==> config.mk <==
export PLATFORM = sky130hd
export DESIGN_NAME = tbird_input_cond
export DESIGN_NICKNAME = d
export VERILOG_FILES = /design/src/rtl/tbird_pkg.sv /design/src/rtl/tbird_debounce.sv /design/src/rtl/tbird_input_cond.sv
export SDC_FILE = /design/constraint.sdc
export NUM_CORES = 1
export LEC_CHECK = 0
export CAP_MARGIN = 10
export CORE_MARGIN = 8
export CORE_UTILIZATION = 55
export DETAILED_ROUTE_END_ITERATION = 7
export PLACE_DENSITY = 0.77
export SYNTH_ARGS = -nofsm -noshare
export SYNTH_HDL_FRONTEND = slang
export SYNTH_SLANG_ARGS = --single-unit
==> constraint.sdc <==
create_clock -name clk -period 3.6 [get_ports clk]
set_input_delay 0.72 -clock clk [delete_from_list [all_inputs] [get_ports clk]]
set_output_delay 0.72 -clock clk [all_outputs]
set_load 0.05 [all_outputs]
==> src/rtl/tbird_pkg.sv <==
// Shared types and default timing for the T-bird input conditioner.
package tbird_pkg;

  typedef enum logic [2:0] {
    IDLE,
    LEFT,
    RIGHT,
    HAZ,
    FAULT
  } tbird_in_state_e;

  localparam int unsigned TBIRD_DB_CYCLES   = 4;
  localparam int unsigned TBIRD_LANE_CYCLES = 12;

endpackage

==> src/rtl/tbird_debounce.sv <==
// Two-flop synchroniser followed by a stability-counter debouncer for one raw contact.
module tbird_debounce
  import tbird_pkg::*;
#(
  parameter int unsigned DB_CYCLES = TBIRD_DB_CYCLES
) (
  input  logic clk,
  input  logic rst_b,
  input  logic raw,
  output logic db
);

  localparam int unsigned CNT_W = $clog2(DB_CYCLES + 1);
  localparam logic [CNT_W-1:0] CNT_LAST = CNT_W'(DB_CYCLES - 1);

  logic             r_sync1;
  logic             r_sync2;
  logic             r_db;
  logic [CNT_W-1:0] r_cnt;

  always_ff @(posedge clk or negedge rst_b) begin
    if (!rst_b) begin
      r_sync1 <= 1'b0;
      r_sync2 <= 1'b0;
      r_db    <= 1'b0;
      r_cnt   <= '0;
    end else begin
      r_sync1 <= raw;
      r_sync2 <= r_sync1;
      // A reversion to the debounced value restarts the stability count
      if (r_sync2 == r_db) begin
        r_cnt <= '0;
      end else if (r_cnt == CNT_LAST) begin
        r_db  <= r_sync2;
        r_cnt <= '0;
      end else begin
        r_cnt <= r_cnt + 1'b1;
      end
    end
  end

  assign db = r_db;

endmodule

==> src/rtl/tbird_input_cond.sv <==
// Debounced, conflict-resolved left/right/hazard requests for tbird_fsm.
// Optional lane-change stretch enabled by defining TBIRD_LANE_CHANGE_EN.
module tbird_input_cond
  import tbird_pkg::*;
#(
  parameter int unsigned DB_CYCLES   = TBIRD_DB_CYCLES,
  parameter int unsigned LANE_CYCLES = TBIRD_LANE_CYCLES
) (
  input  logic clk,
  input  logic rst_b,
  input  logic left_raw,
  input  logic right_raw,
  input  logic haz_btn_raw,
  output logic left,
  output logic right,
  output logic haz,
  output logic fault
);

  logic w_db_left;
  logic w_db_right;
  logic w_db_haz;
  logic r_haz_db_q;
  logic r_haz_latch;

  tbird_in_state_e r_state;
  tbird_in_state_e w_target;
  tbird_in_state_e w_next;

  logic r_left;
  logic r_right;
  logic r_haz;
  logic r_fault;

`ifdef TBIRD_LANE_CHANGE_EN
  localparam int unsigned LANE_W = $clog2(LANE_CYCLES + 1);
  localparam logic [LANE_W-1:0] LANE_LOAD = LANE_W'(LANE_CYCLES - 1);
  logic [LANE_W-1:0] r_stretch;
`endif

  tbird_debounce #(.DB_CYCLES(DB_CYCLES)) u_db_left (
    .clk   (clk),
    .rst_b (rst_b),
    .raw   (left_raw),
    .db    (w_db_left)
  );

  tbird_debounce #(.DB_CYCLES(DB_CYCLES)) u_db_right (
    .clk   (clk),
    .rst_b (rst_b),
    .raw   (right_raw),
    .db    (w_db_right)
  );

  tbird_debounce #(.DB_CYCLES(DB_CYCLES)) u_db_haz (
    .clk   (clk),
    .rst_b (rst_b),
    .raw   (haz_btn_raw),
    .db    (w_db_haz)
  );

  always_ff @(posedge clk or negedge rst_b) begin
    if (!rst_b) begin
      r_haz_db_q  <= 1'b0;
      r_haz_latch <= 1'b0;
    end else begin
      r_haz_db_q <= w_db_haz;
      if (w_db_haz && !r_haz_db_q) begin
        r_haz_latch <= ~r_haz_latch;
      end
    end
  end

  always_comb begin
    w_target = IDLE;
    if (r_haz_latch) begin
      w_target = HAZ;
    end else if (w_db_left && w_db_right) begin
      w_target = FAULT;
    end else if (w_db_left) begin
      w_target = LEFT;
    end else if (w_db_right) begin
      w_target = RIGHT;
    end
`ifdef TBIRD_LANE_CHANGE_EN
    // Stretch only replaces a drop to IDLE; any real request overrides it
    if ((w_target == IDLE) && ((r_state == LEFT) || (r_state == RIGHT)) && (r_stretch != '0)) begin
      w_target = r_state;
    end
`endif
    w_next = w_target;
    // Changing between two active requests inserts one IDLE cycle
    if ((r_state != IDLE) && (w_target != IDLE) && (w_target != r_state)) begin
      w_next = IDLE;
    end
  end

  always_ff @(posedge clk or negedge rst_b) begin
    if (!rst_b) begin
      r_state <= IDLE;
      r_left  <= 1'b0;
      r_right <= 1'b0;
      r_haz   <= 1'b0;
      r_fault <= 1'b0;
    end else begin
      r_state <= w_next;
      r_left  <= (w_next == LEFT);
      r_right <= (w_next == RIGHT);
      r_haz   <= (w_next == HAZ) || (w_next == FAULT);
      r_fault <= (w_next == FAULT);
    end
  end

`ifdef TBIRD_LANE_CHANGE_EN
  always_ff @(posedge clk or negedge rst_b) begin
    if (!rst_b) begin
      r_stretch <= '0;
    end else if ((w_next == LEFT) || (w_next == RIGHT)) begin
      if (w_next != r_state) begin
        r_stretch <= LANE_LOAD;
      end else if (r_stretch != '0) begin
        r_stretch <= r_stretch - 1'b1;
      end
    end else begin
      r_stretch <= '0;
    end
  end
`else
  // LANE_CYCLES stays in the parameter list so both builds share one interface
  if (LANE_CYCLES == 0) begin : g_lane_unused
  end
`endif

  assign left  = r_left;
  assign right = r_right;
  assign haz   = r_haz;
  assign fault = r_fault;

endmodule

# Word-level counts from Yosys, hierarchy flattened
# Cells that the tools add are included.
# word_totals
reg_bits,27
elab_cells,59
out_inout_bits,4
inputBits,5
# classes
n_bitwise,4
n_mux,11
n_eq_ne,11
reduce_logical,11
add_sub_neg,3
# ops
operator,n
two-way mux 3 bit,9
"== test 3 x 2 -> 1 bit, second input constant",5
"adder 3 x 1 -> 3 bit, second input constant",3
AND reduction 2 bit,3
nonzero test 3 bit,2
logical AND 1 bit,4
two-way mux 2 bit,2
NOT 1 bit,4
== test 1 bit,3
"== test 3 x 1 -> 1 bit, second input constant",1
"== test 3 bit, second input constant",1
inequality test 3 bit,1
zero test 1 bit,1
logical OR 1 bit,1

# Logic depth before layout (Yosys ltp)
# depth
depth_word,10
ltp_mapped,3
depth_no_buf,3

# Modules after synthesis
# From an unflattened synthesis, not the netlist that was laid out.
# unflattened
hier_cells,63
hier_area_um2,1007.2
# by_module_without_submodules
mod,area_each_um2,instances,seq_area_each_um2,cells_each
tbird_debounce,216.5,3,150.1,13
tbird_input_cond,357.8,1,225.2,24

# Least setup slack after synthesis
# OpenSTA, ideal clock, no wires.
# synth_path
kind,reg-to-output
from,reg r_fault (netlist: fault)
to,out fault
required_ns,2.880
arrival_time_ns,0.586
path_stages_with_launch,1
path_buffers,0
slack_ns,2.294
cell_sequence,dfrtp_1
# synth_rtl
element,line_no,text
"start, declared",tbird_input_cond.sv:33,logic r_fault;
"start signal, assigned",tbird_input_cond.sv:110,r_fault <= (w_next == FAULT);
"end, declared",tbird_input_cond.sv:17,output logic fault
# No word-level cell between the ends.

# Worst setup path after layout
# layout_path
from,reg r_left (netlist: left)
to,out left
# layout_rtl
element,line_no,text
"start, declared",tbird_input_cond.sv:30,logic r_left;
"start signal, assigned",tbird_input_cond.sv:107,r_left <= (w_next == LEFT);
"end, declared",tbird_input_cond.sv:14,"output logic left,"
# No word-level cell between the ends.

==> out/qor.csv <==
metric,value,unit
power_frac_clock,0.145,
synth-xor-area-share,0.0459,
drt-vias-per-instance,5.34,
slowest_stage,sky130_fd_sc_hd__clkdlybuf4s50_1,
crit_path_cell_trace,clkdlybuf4s50_1,
internal_power,0.560,mW
fin_crit_sh,0.604,
cp_num_buf_inv,1,
number_of_antenna_violations_at_the_first_check_in_global_routing,0,
critPathMaxStageDelay,0.79,ns
outcome,finished clean,
p_total,0.839,mW
post_cts_resized,0,
io_pins,9,
worst_slack,1.43,ns
post_cts_hold_buffer_count,0,
period_minus_slack,2.17,ns
reg2regPathDepth,3,
yosys.area_share.adder,0.0393,
place.port_buffers,8,
drtAntennaViolNets,0,
postSynthCellCount,61,
clock_insertion_delay_worst_skew,0.31,ns
combPwrFrac,0.318,
yosysWarnings,0,
die-height,57.7,um
multiInputGateArea,279,um^2
remaining_drc_errors,0,
layout_common_cells,"sky130_fd_sc_hd__dfrtp_1, sky130_fd_sc_hd__clkdlybuf4s50_1, sky130_fd_sc_hd__xnor2_1, sky130_fd_sc_hd__nor2b_1, sky130_fd_sc_hd__nor3b_1",
cts_max_level,1,
dieWidth,57.7,um
slew_violations,0,
critical_path_class,register to output pin,
dp.final_hpwl,869,um
placed_cells_incl_taps,87,
setup_viol,0,
slew_headroom,0.669,
maximum_fanout_encountered_on_the_critical_timing_path,1,
routed_wirelength,1160,um
p_seq_frac,0.537,
placeable_core_region,0.00167,mm^2
wl_per_cell,12.7,um
cp.required,2.88,ns
die-area,0.00332,mm^2
ctsRootBufferMaster,sky130_fd_sc_hd__clkbuf_4,
synth_sequential_area_ratio,0.708,
synthSimpleGateAreaFrac,0.147,
arrival,1.45,ns
setup_total_negative_slack,0,ns
holdCritPathClass,register to register,
timing.rr.end,u_db_left.db,
grt_usage,0.0740,
antennaDiodeCount,0,
rsz0062_at_grt,false,
fmax,0.460,GHz
placement_rows,15,
power_switching,0.279,mW
vias,486,
cts_setup_buffers,0,
cts.sinks,27,
final_common_cell,sky130_fd_sc_hd__dfrtp_1,
path_clk_slew,0.13,ns
start_util,0.572,
grt_pass1_wl,1880,um
hold_violations,0,
ir_drop,0.356,mV
timing.clock.skew,0.00798,ns
area_growth,14.3,%
layoutNonFillerInstCount,91,
drt_iter0_markers,1,
nets_finish,83,
yosys-mux-area-fraction,0.0354,
grt_start_max_net_pins,28,
netlist_area,955,um^2
worst_setup_path_end_kind,output pin,
drv_cap,0,
vias_in_the_first_global_route,465,
pre_cts_ws,1.78,ns
top_delay_family_on_crit_path,buffers and inverters,
clock_tree_from_tritoncts,built,
tightest_slew,0.494,ns
r2r_setup_slack,2.39,ns
synth_cell_types,16,
fillerInstances,114,
syn-num-nets,69,
cts_buffer_depth,2,
number_of_cts_inserted_buffers,3,
critical_path.startpoint,left,
ff_latch_area,676,um^2
synth_top_family_by_area,simple AND/OR/NAND/NOR gates,
worstSetupStartpointType,register,
routabilityCongestion,0.745,
critical_path.reg2reg.startpoint,u_db_left.r_cnt[0],
power.switching_fraction,0.333,
timing.critical_path.depth,1,
synth_compound_area_frac,0.0249,
layout-drive-gt1-share,0.149,
syn-mean-instance-area,15.7,um^2
leakage,0.493,nW
gr-total-overflow,0,
power-per-cell-area,769,mW/mm^2
synth-seq-cells,27,
crit_end,left,
first_pass_iters,3,
[area by class of cell]
cell class | count | share of cell area
sequential | 27 | 0.619
multi-input combinational | 34 | 0.256
timing repair buffer | 9 | 0.0803
clock buffer | 3 | 0.0206
tap | 17 | 0.0195
clock inverter | 1 | 0.00459
[power groups by stage]
stage	combinational, mW	clock [mW]	sequential, mW
6_report	0.267	0.122	0.451
5_1_grt	0.297	0.134	0.461
4_1_cts	0.269	0.127	0.452
3_5_place_dp	0.269	0	0.459
3_3_place_gp	0.259	0	0.456
2_1_floorplan	0.155	0	0.495
[kinds of logic (layout without fill, tap and decap cells)]
group                      count (synthesis)  after routing
AOI/OAI and AO/OA                          3              3
xor gates and xnor gates                   5              5
adders and majority gates                  3              3
buffers and inverters                      0             13
DFF                                       27             27
muxes                                      3              3
and+or+nand+nor                           20             20
[synthesized netlist by cell type]
| library cell | n | share of area |
|---|---|---|
| sky130_fd_sc_hd__nor4_1 | 1 | 0.0066 |
| sky130_fd_sc_hd__nor3_1 | 3 | 0.016 |
| sky130_fd_sc_hd__a21oi_2 | 1 | 0.0092 |
| sky130_fd_sc_hd__nor2b_1 | 5 | 0.033 |
| sky130_fd_sc_hd__nor3b_1 | 4 | 0.031 |
| sky130_fd_sc_hd__or4b_4 | 1 | 0.014 |
| sky130_fd_sc_hd__ha_1 | 3 | 0.039 |
| sky130_fd_sc_hd__nor4b_1 | 1 | 0.0092 |
| sky130_fd_sc_hd__nor2_1 | 1 | 0.0039 |
| sky130_fd_sc_hd__mux2_2 | 3 | 0.035 |
| sky130_fd_sc_hd__dfrtp_1 | 27 | 0.71 |
| sky130_fd_sc_hd__o21bai_1 | 2 | 0.016 |
| sky130_fd_sc_hd__xnor2_1 | 5 | 0.046 |
| sky130_fd_sc_hd__nand2b_1 | 2 | 0.013 |
| sky130_fd_sc_hd__nor4b_2 | 1 | 0.016 |
| sky130_fd_sc_hd__nand2_1 | 1 | 0.0039 |
[how the worst min path moves through the flow]
| stage | from | to | slack, ns | cells past startpoint |
|---|---|---|---|---|
| final | u_db_right.r_sync1 | u_db_right.r_sync2 | 0.37 | 0 |
| after global routing | u_db_right.r_sync1 | u_db_right.r_sync2 | 0.38 | 0 |
| after CTS | u_db_right.r_sync1 | u_db_right.r_sync2 | 0.37 | 0 |
| after detailed placement | u_db_right.r_sync1 | u_db_right.r_sync2 | 0.34 | 0 |
| after global placement | u_db_right.r_sync1 | u_db_right.r_sync2 | 0.33 | 0 |
| after floorplan | u_db_haz.r_sync1 | u_db_haz.r_sync2 | 0.33 | 0 |
[worst register-to-register path, cell delays in order (launching register included)]
cell and delay [ns]:
sky130_fd_sc_hd__dfrtp_1 0.37, sky130_fd_sc_hd__ha_1 0.16, sky130_fd_sc_hd__nor2b_1 0.23, sky130_fd_sc_hd__mux2_2 0.36
[state kept, by name (all words and copies together) (netlist names), 3 cells and up]
name,count
u_db_left.r_cnt,3
r_state,3
u_db_right.r_cnt,3
u_db_haz.r_cnt,3
[per-stage QoR]
stage          hold WS (ns)  utilization  instance area [um^2]
6_report              0.367        0.653                  1090
5_1_grt               0.376        0.653                  1090
4_1_cts               0.367        0.653                  1090
3_5_place_dp          0.336        0.637                  1060
3_3_place_gp          0.331        0.637                  1060
2_1_floorplan         0.331            -                   955
[per-layer routing]
metal  global-route usage  vias to the layer above  wire [um]
li1                     -                      236          -
met1               0.0833                      237        553
met2                0.116                       11        526
met3               0.0243                        2         56
met4               0.0524                        0         19
met5                    0                        -          0
(Power assumes the default switching activity.)
